<file path="src/rtl/alu_result_queue.sv">
// alu_result_queue: in-order ALU result FIFO with valid/ready handoff and sticky overflow; `define ALU_RESQ_BYPASS_EN for zero-latency pass-through when empty
module alu_result_queue #(
  parameter int W = 64,
  parameter int TAG_W = 5,
  parameter int DEPTH = 4,
  localparam int CNT_W = $clog2(DEPTH) + 1
) (
  input  logic             clk,
  input  logic             rst,
  input  logic             in_valid,
  output logic             in_ready,
  input  logic [W-1:0]     in_O,
  input  logic             in_Ovf,
  input  logic             in_Zero,
  input  logic [TAG_W-1:0] in_tag,
  output logic             out_valid,
  input  logic             out_ready,
  output logic [W-1:0]     out_O,
  output logic             out_Ovf,
  output logic             out_Zero,
  output logic [TAG_W-1:0] out_tag,
  output logic [CNT_W-1:0] count,
  output logic             ovf_sticky,
  input  logic             clr_sticky
);
  localparam int PTR_W = $clog2(DEPTH);
  localparam int E_W = W + TAG_W + 2;
  logic [E_W-1:0] mem [DEPTH];
  logic [PTR_W-1:0] wr_ptr, rd_ptr;
  logic empty, byp, acc, push, pop;
  logic [E_W-1:0] head;
  // handshake decode and head selection; flags come from count alone
  always_comb begin
    empty = count == '0;
    in_ready = count != CNT_W'(DEPTH);
`ifdef ALU_RESQ_BYPASS_EN
    byp = empty && in_valid && out_ready;
`else
    byp = 1'b0;
`endif
    acc = in_valid && in_ready;
    push = acc && !byp;
    pop = !empty && out_ready;
    head = byp ? {in_O, in_Ovf, in_Zero, in_tag} : empty ? '0 : mem[rd_ptr];
    out_valid = !empty || byp;
    {out_O, out_Ovf, out_Zero, out_tag} = head;
  end
  // entry storage, written only on a stored push
  always_ff @(posedge clk) begin
    if (push) mem[wr_ptr] <= {in_O, in_Ovf, in_Zero, in_tag};
  end
  // pointers and occupancy; pointers wrap naturally at power-of-two depth
  always_ff @(posedge clk) begin
    if (rst) begin
      wr_ptr <= '0;
      rd_ptr <= '0;
      count <= '0;
    end else begin
      if (push) wr_ptr <= wr_ptr + PTR_W'(1);
      if (pop) rd_ptr <= rd_ptr + PTR_W'(1);
      count <= count + CNT_W'(push) - CNT_W'(pop);
    end
  end
  // sticky overflow, a set in the same cycle as a clear wins
  always_ff @(posedge clk) begin
    if (rst) ovf_sticky <= 1'b0;
    else if (acc && in_Ovf) ovf_sticky <= 1'b1;
    else if (clr_sticky) ovf_sticky <= 1'b0;
  end
endmodule

</file>
<file path="config.mk">
export PLATFORM = sky130hd
export DESIGN_NAME = alu_result_queue
export DESIGN_NICKNAME = d
export VERILOG_FILES = /design/src/rtl/alu_result_queue.sv
export SDC_FILE = /design/constraint.sdc
export NUM_CORES = 1
export LEC_CHECK = 0
export BUFFER_PORTS_ARGS = -buffer_cell sky130_fd_sc_hd__buf_4
export CAP_MARGIN = 0
export CORE_ASPECT_RATIO = 1.2
export CORE_MARGIN = 4
export CORE_UTILIZATION = 64
export CTS_BUF_LIST = sky130_fd_sc_hd__clkbuf_8
export DETAILED_ROUTE_END_ITERATION = 6
export PLACE_DENSITY = 0.87
export RECOVER_POWER = 25
export SYNTH_ARGS = -nofsm -noshare
export SYNTH_HDL_FRONTEND = slang
export SYNTH_SLANG_ARGS = --single-unit
</file>
<file path="constraint.sdc">
create_clock -name clk -period 5.29 [get_ports clk]
set_clock_uncertainty 0.05 [all_clocks]
set_input_delay 0.2645 -clock clk [delete_from_list [all_inputs] [get_ports clk]]
set_output_delay 0.2645 -clock clk [all_outputs]
set_load 0.01 [all_outputs]
</file>
### Word-level counts from Yosys, hierarchy flattened

Memory sizes are Yosys's and may differ from the RTL's. A register that Yosys moved wholly into a read port is not among the register bits.
Cells that the tools add are included.

| storage, ports and cells | value |
|---|---|
| bits in registers | 8 |
| latch bits | 0 |
| bits in writable memories | 284 |
| memory bits (read-only) | 0 |
| bits of input ports | 76 |
| output and inout bits | 77 |
| logic and storage cells | 23 |
| memories kept | 1 |

Memory list:

| name | depth | width | read ports | clocked after Yosys merged registers in | wr ports | line | source |
|---|---|---|---|---|---|---|---|
| mem | 4 | 71 | 1 | 1 | 1 | 28 | `logic [E_W-1:0] mem [DEPTH];` |

| operators by class | value |
|---|---|
| $add $sub $neg | 4 |
| $mul | 0 |
| divide/modulo/power cells | 0 |
| magnitude comparators | 0 |
| eq/ne operators | 1 |
| shift operators | 0 |
| muxes and demuxes | 7 |
| bitwise gates (word level) | 0 |
| reductions and logical operators | 6 |

Operators with widths:

| cell | count |
|---|---|
| $mux W71 | 1 |
| $add A2 B1 Y2 const B | 2 |
| $mux W1 | 4 |
| $mux W2 | 2 |
| $add A3 B1 Y3 | 1 |
| $logic_and A1 B1 Y1 | 3 |
| $logic_not A3 Y1 | 1 |
| $ne A3 B3 Y1 const B | 1 |
| $sub A3 B1 Y3 | 1 |
| $reduce_bool A2 Y1 | 1 |
| $logic_not A1 Y1 | 1 |

### Depth between registers and ports, before layout

Gate-level depths: netlist (run 1).

| depth | value |
|---|---|
| depth in word-level cells | 5 |
| mapped depth | 11 |
| mapped depth without buffers | 11 |

### Worst setup path before layout (run 1)

No wires, ideal clock.

| timing path | value |
|---|---|
| path kind | register -> register |
| start point | register count[1] |
| end point | memory mem[0][0] (netlist name) (enable) |
| library setup time | 437 ps |
| arrival | 2,560 ps |
| required time | 4,803 ps |
| path slack | 2,243 ps |
| stages on the path, launching flop included | 4 |
| path buffers | 0 |
| clock period less this slack | 3,047 ps |
| cell sequence | dfxtp_1 nor2_1 a21boi_2 and2_1 |

| between the ends | value |
|---|---|
| cells in the longest elaborated chain, start to end | 4 |

RTL lines:

| what | line | source |
|---|---|---|
| start, declared | 22 | `output logic [CNT_W-1:0] count,` |
| start signal, assigned | 61 | `count <= count + CNT_W'(push) - CNT_W'(pop);` |
| $ne A3 B3 Y1 | 35 | `in_ready = count != CNT_W'(DEPTH);` |
| $logic_and A1 B1 Y1 | 41 | `acc = in_valid && in_ready;` |
| $mux W1 | 50 | `if (push) mem[wr_ptr] <= {in_O, in_Ovf, in_Zero, in_tag};` |
| $mux W1 (not written as such) | 50 |  |
| end, declared | 28 |  |

No other way between the ends.

==> results of run 1 <==
path summary, 6_finish.rpt:
kind	from	to	slack, ps	depth (start not counted)
worst max-delay path	register	out_O[31]	2410	4
worst min-delay path	clr_sticky	ovf_sticky$_SDFFE_PP0P_	80	3
worst max register to register	count[2]$_SDFF_PP0_	count[2]$_SDFF_PP0_	2630	10
worst min register to register	rd_ptr[0]$_SDFFE_PP0P_	register	460	2
cell usage after synthesis, drive strengths merged:
library cell	count	share of area [%]
mux2	1	0.10
inv	6	0.20
dfxtp	10	1.8
fa	1	0.18
nor2b	1	0.055
a21boi	1	0.10
ha	6	0.66
or3	1	0.055
nand2	4	0.13
a32o	1	0.089
buf	17	1.7
and2	77	4.3
o311ai	1	0.077
edfxtp	284	75
clkbuf	8	0.27
xor2	2	0.15
mux4	71	14
mux2i	1	0.089
nor3	1	0.044
nand3	1	0.044
o21ai	2	0.089
nor2	8	0.27
through the flow:
step	setup slack [ps]	total power [mW]	area [sq um]	util [%]	hold slack (ps)
global placement	2833	5.068	12530	73.24	412.9
CTS	2331	6.747	14010	81.87	35.28
global route	2215	7.026	13850	80.92	57.38
finish	2411	6.697	13850	80.92	76.55
detailed placement	2641	5.142	12530	73.24	417.3
floorplan	2243	4.267	11300	-	313.4
power by group through the flow:
stage | Clock (mW) | Sequential [mW] | Combinational [mW]
after floorplan | 0 | 2.97 | 1.30
after global placement | 0 | 3.02 | 2.05
after detailed placement | 0 | 3.05 | 2.10
after CTS | 1.60 | 3.00 | 2.15
after global routing | 1.74 | 3.02 | 2.27
final | 1.59 | 2.99 | 2.11
critical path, cell delays in order, from the launching register on:
cell     delay, ps
dfxtp_4        510
buf_4          550
mux4_2         590
and2_1         200
buf_4          150
kinds of logic (layout without fill, tap and decap cells):
kind of cell               Yosys count  count (layout)  share of synthesized area (%)
AOI/OAI and AO/OA                    5               5                         0.3542
xor gates and xnor gates             2               2                         0.1550
adders and majority gates            7               7                         0.8412
buffers and inverters               31             310                          2.191
DFF                                294             294                          77.21
muxes                               73              73                          14.37
other                                0               1                              0
and+or+nand+nor                     93              93                          4.881
metal layers:
metal	GRT usage, %	vias up	part of all wire (%)
met4	7.354	0	2.1
li1	-	2540	-
met3	4.684	35	6.2
met5	0	-	0
met2	37.75	195	54
met1	28.96	2958	38
sequential cells by signal, indices dropped and copies added, names as in the netlist, named ones only:
register    cells
wr_ptr          2
rd_ptr          2
mem           284
count           3
ovf_sticky      1
layout make-up:
class	instances	area [sq um]	share of cell area, %
well taps	216	270.3	1.952
clock inverters	33	155.1	1.120
diodes	1	2.502	0.01807
inverters	6	22.52	0.1626
clock buffers	43	591.8	4.274
flip-flops and latches	294	8736	63.09
multi-input cells	180	2340	16.90
repair buffers	228	1729	12.49
==> results by group, run 1 <==
Global routing
  • Pin count of the biggest net entering global routing: 74
  • Initial antenna violation count: 1
  • Vias in the first global route: about 6200
  • GR Util All Layers: ~22%
  • Global route total overflow: 0
  • Global-route wire length before repair: 33.62 mm

Clock network
  • CTS clk-pin slew, worst paths: 60 ps
  • Post-CTS Setup Repair Bufs: 0
  • Clk buf depth: 3
  • CTS tree: built
  • H-tree depth: 2
  • CTS Buf Count: 43
  • Root buf cell: clkbuf_8
  • Hold buffers post-CTS: 73
  • Post-CTS Resized: 0
  • Clock tree sinks: around 300
  • Clk_lat worst skew: between 500 and 600 ps

Logic synthesis
  • Syn Nets: 588
  • Seq/Total Area, Yosys: between 70 and 80%
  • Number of synthesized register bits: 294
  • Syn avg cell area: around 22 sq um
  • Synthesized area: 11300 sq um
  • Unique masters post-synth: 27
  • Cells after Synth: just over 500
  • Syn. warnings: 0

Worst hold path
  • Worst Hold Class: input pin to register

Die
  • Core ar.: 17110 sq um
  • Die height: roughly 150 microns
  • Core Rows: 52
  • Die span in x: ~130 microns
  • Die ar.: 19860 sq um
  • Initial Utilization: approximately two thirds
  • Ports: between 150 and 200

Routing
  • Post-DR vias/cell: 5.722
  • 1st-iter DRT viols: between 300 and 400
  • Drt wl/cell: about 22 microns
  • First-pass detailed-route iteration total: 5
  • DR vias: 5728
  • Routed Wire Length: between 20 and 25 mm
  • Antenna Violating Nets Remaining: 0
  • DRC: 0

Placed design
  • RePlAce Congestion: between 0.7 and 0.8
  • Dpl cells: approximately 850
  • Port bufs: 152
  • Hpwl dp: between 10 and 15 mm

Final layout
  • Layout area overhead: 22.49%
  • Cell Count, Final, Fillers Out: around 1000
  • Share of layout cells above drive strength 1: a little under a third
  • Fin nets: approximately 840
  • Commonest non-fill, non-tap cell in the layout: edfxtp_1
  • Commonest non-fill, non-tap cells in the layout: 284 x edfxtp_1, 111 x buf_4, 73 x dlygate4sd3_1
  • Filler cells: roughly 820

STA
  • Tcrit/Tclk final: a little over half
  • Slew HR: between 20% and 30%
  • Final hold violations: 0
  • Final Critical Period: ~2900 ps
  • Unrepaired setup endpoints after global routing: false
  • Setup-failing EPs final: 0
  • FMAX: between 300 and 400 MHz
  • Final setup TNS: 0 ps
  • Slew @ Worst Pin: about 1100 ps
  • Slew Limit Fails: 0

Power and ir drop
  • Int Pwr: about 4.7 mW
  • Pleak: around 4.8 nW
  • PwrDens: between 400 and 500 nW/um^2
  • Flop pwr share: approximately 45%
  • P_sw: 1.950 mW
  • VDD IR-drop max: 0.0003240 V
  • Switching Share: 29.11%
  • Clk pwr share: 23.7%
  • Combinational Power Share: around a third

Setup path
  • CP arrival: around 2600 ps
  • Startpoint types: register
  • Crit Path Max Fanout: 30
  • Critical path type: register to primary output
  • Crit end category: primary output
  • WP data required: 4980 ps

Run status
  • Status: finished, final reports clean

Flow run
  • Number of max-cap violations: 0
Power figures use the tool's default switching activity.
==> run 2: changes to the inputs <==
- CORE_UTILIZATION: 64 -> 59
- PLACE_DENSITY: 0.87 -> 0.81
- clock period: 5.29 -> 2.85 ns (I/O delays scaled with it)
==> run 2 against run 1 <==
Routed wire length up 4.1%; first-iteration DRC count down 12%; combinational power up 94%; total power up 93%; die area up 8.0%; sequential cell count unchanged; register-to-register slack worse by 2400 ps; critical path depth up 6; via count up 1.1%; non-clock buffer count up 15; cell count up 5.7%; sequential share of layout area down 1.6 points.
==> results by group, run 2 (synthesized netlist as in run 1, its figures left out) <==
Clock network
  • CTS tree: built
  • CTS clk-pin slew, worst paths: 60 ps
  • Root buf cell: clkbuf_8
  • Clk buf depth: 3
  • Clk_lat worst skew: between 500 and 600 ps
  • H-tree depth: 2
  • Clock tree sinks: a little under 300
  • Post-CTS Resized: 0
  • CTS Buf Count: 42

STA
  • Final Critical Period: approximately 2600 ps
  • Setup WS post-layout: around 220 ps
  • Slew @ Worst Pin: about 710 ps
  • Unrepaired setup endpoints after global routing: false
  • Final hold violations: 0
  • FMAX: between 300 and 400 MHz
  • Tcrit/Tclk final: roughly 92%
  • Slew HR: approximately 53%
  • Setup-failing EPs final: 0
  • Slew Limit Fails: 0
  • Final setup TNS: 0 ps

Routing
  • Routed Wire Length: approximately 23 mm
  • DR vias: ~5800
  • 1st-iter DRT viols: ~310
  • DRC: 0
  • Antenna Violating Nets Remaining: 0
  • Drt wl/cell: roughly 21 microns
  • Post-DR vias/cell: 5.473
  • First-pass detailed-route iteration total: 4

Final layout
  • Largest reg by FF count: mem
  • Layout area overhead: 25.64%
  • Max reg flops: 284
  • Fin nets: 850
  • Share of layout cells above drive strength 1: about a third
  • Largest registers: mem (284), count (3)
  • Commonest non-fill, non-tap cells in the layout: 284 x edfxtp_1, 118 x buf_4, 74 x dlygate4sd3_1
  • Commonest non-fill, non-tap cell in the layout: edfxtp_1

Run status
  • Status: finished, final reports clean

Global routing
  • Vias in the first global route: 6454
  • Routing usage on met2: approximately two fifths
  • Global route total overflow: 0
  • GR Util All Layers: a little over a fifth
  • Most Crowded Layer GR: met2
  • Pin count of the biggest net entering global routing: 74
  • Met1 Use GR: 26.74%
  • Global-route wire length before repair: ~36 mm
  • Initial antenna violation count: 2
  • GRT met3 Usage: roughly 3.8%

Die
  • Initial Utilization: about three fifths
  • Die ar.: 21450 sq um
  • Die height: 159.6 microns
  • Core ar.: between 15000 and 20000 sq um
  • Ports: 153
  • Die span in x: 134.4 microns
  • Core Rows: between 50 and 60

Placed design
  • Port bufs: approximately 150
  • RePlAce Congestion: ~0.78
  • Hpwl dp: roughly 13 mm
  • DP Worst Slack: about 210 ps

Setup path
  • WP data required: ~3200 ps
  • Crit Path Max Fanout: 7
  • Crit end category: register
  • Critical path type: register to register
  • Startpoint types: register
  • CP arrival: 3020 ps

Power and ir drop
  • PwrDens: approximately 910 nW/um^2
  • Pleak: between 4 and 5 nW
  • VDD IR-drop max: ~0.00056 V

Worst hold path
  • Worst Hold Class: input pin to register

Flow run
  • Number of max-cap violations: 0
## run 2: cell types whose count changed in the layout (fill, tap and decap cells not counted), sizes merged
| cell | delta |
|---|---|
| clkinvlp | -1 |
| clkbuf | +2 |
| bufinv | +3 |
| clkinv | +3 |
| inv | -6 |
| diode | +1 |
| buf | +14 |
| dlygate4sd3 | +1 |
## run 2: area by class of cell
cell class	count	area (sq um)
flip-flops and latches	294	8736
multi-input cells	180	2340
well taps	256	320.3
fillers	1082	4652
inverters	6	22.52
clock buffers	45	619.3
clock inverters	32	229.0
diodes	2	5.005
repair buffers	243	1932
## run 2: report_power, final
group	switching (mW)	leakage, nW	total [mW]	internal (mW)
clock network	1.46	0.499	3.28	1.82
logic	1.98	1.74	4.09	2.11
registers	0.237	2.68	5.53	5.29
total	3.68	4.92	12.9	9.23
## run 2: path summary, 6_finish.rpt
| path | cells after the start | to | start | slack [ps] |
|---|---|---|---|---|
| hold reg to reg | 1 | ovf_sticky$_SDFFE_PP0P_ | ovf_sticky$_SDFFE_PP0P_ | 430 |
| hold / removal | 4 | wr_ptr[1]$_SDFFE_PP0N_ | in_valid | 110 |
| setup / recovery | 10 | count[2]$_SDFF_PP0_ | count[2]$_SDFF_PP0_ | 220 |
| setup reg to reg | 10 | count[2]$_SDFF_PP0_ | count[2]$_SDFF_PP0_ | 220 |
## run 2: timing repair
action                                 in CTS  in global routing
endpoints found under the hold margin     294                  0
buffers inserted                            0                  0
hold buffers                               74                  0
## run 2: worst max-delay path: stages, from the launching register on
cell and delay [ps]:
dfxtp_1 380, or3_2 520, and2_4 190, ha_1 290, inv_1 60, ha_1 130
inv_1 50, fa_1 400, xor2_1 170, and2_1 180, nor3_1 150
## run 2: routing by layer
layer	up-vias	wire length (microns)
met2	203	12330
li1	2566	-
met4	0	828
met5	-	0
met1	2973	8294
met3	48	1134
## run 2: stage by stage
step                      instances  power (mW)  hold WS, ps  area [sq um]  util (%)
after floorplan                 505       7.901        191.4         11310         -
after global placement          905       9.565        290.4         12770     67.75
after detailed placement        905       9.679        296.6         12770     67.75
after CTS                      1056       13.05        78.87         14360     76.18
after global routing           1058       13.57        121.1         14200     75.33
final                          1058       12.90        114.3         14200     75.33
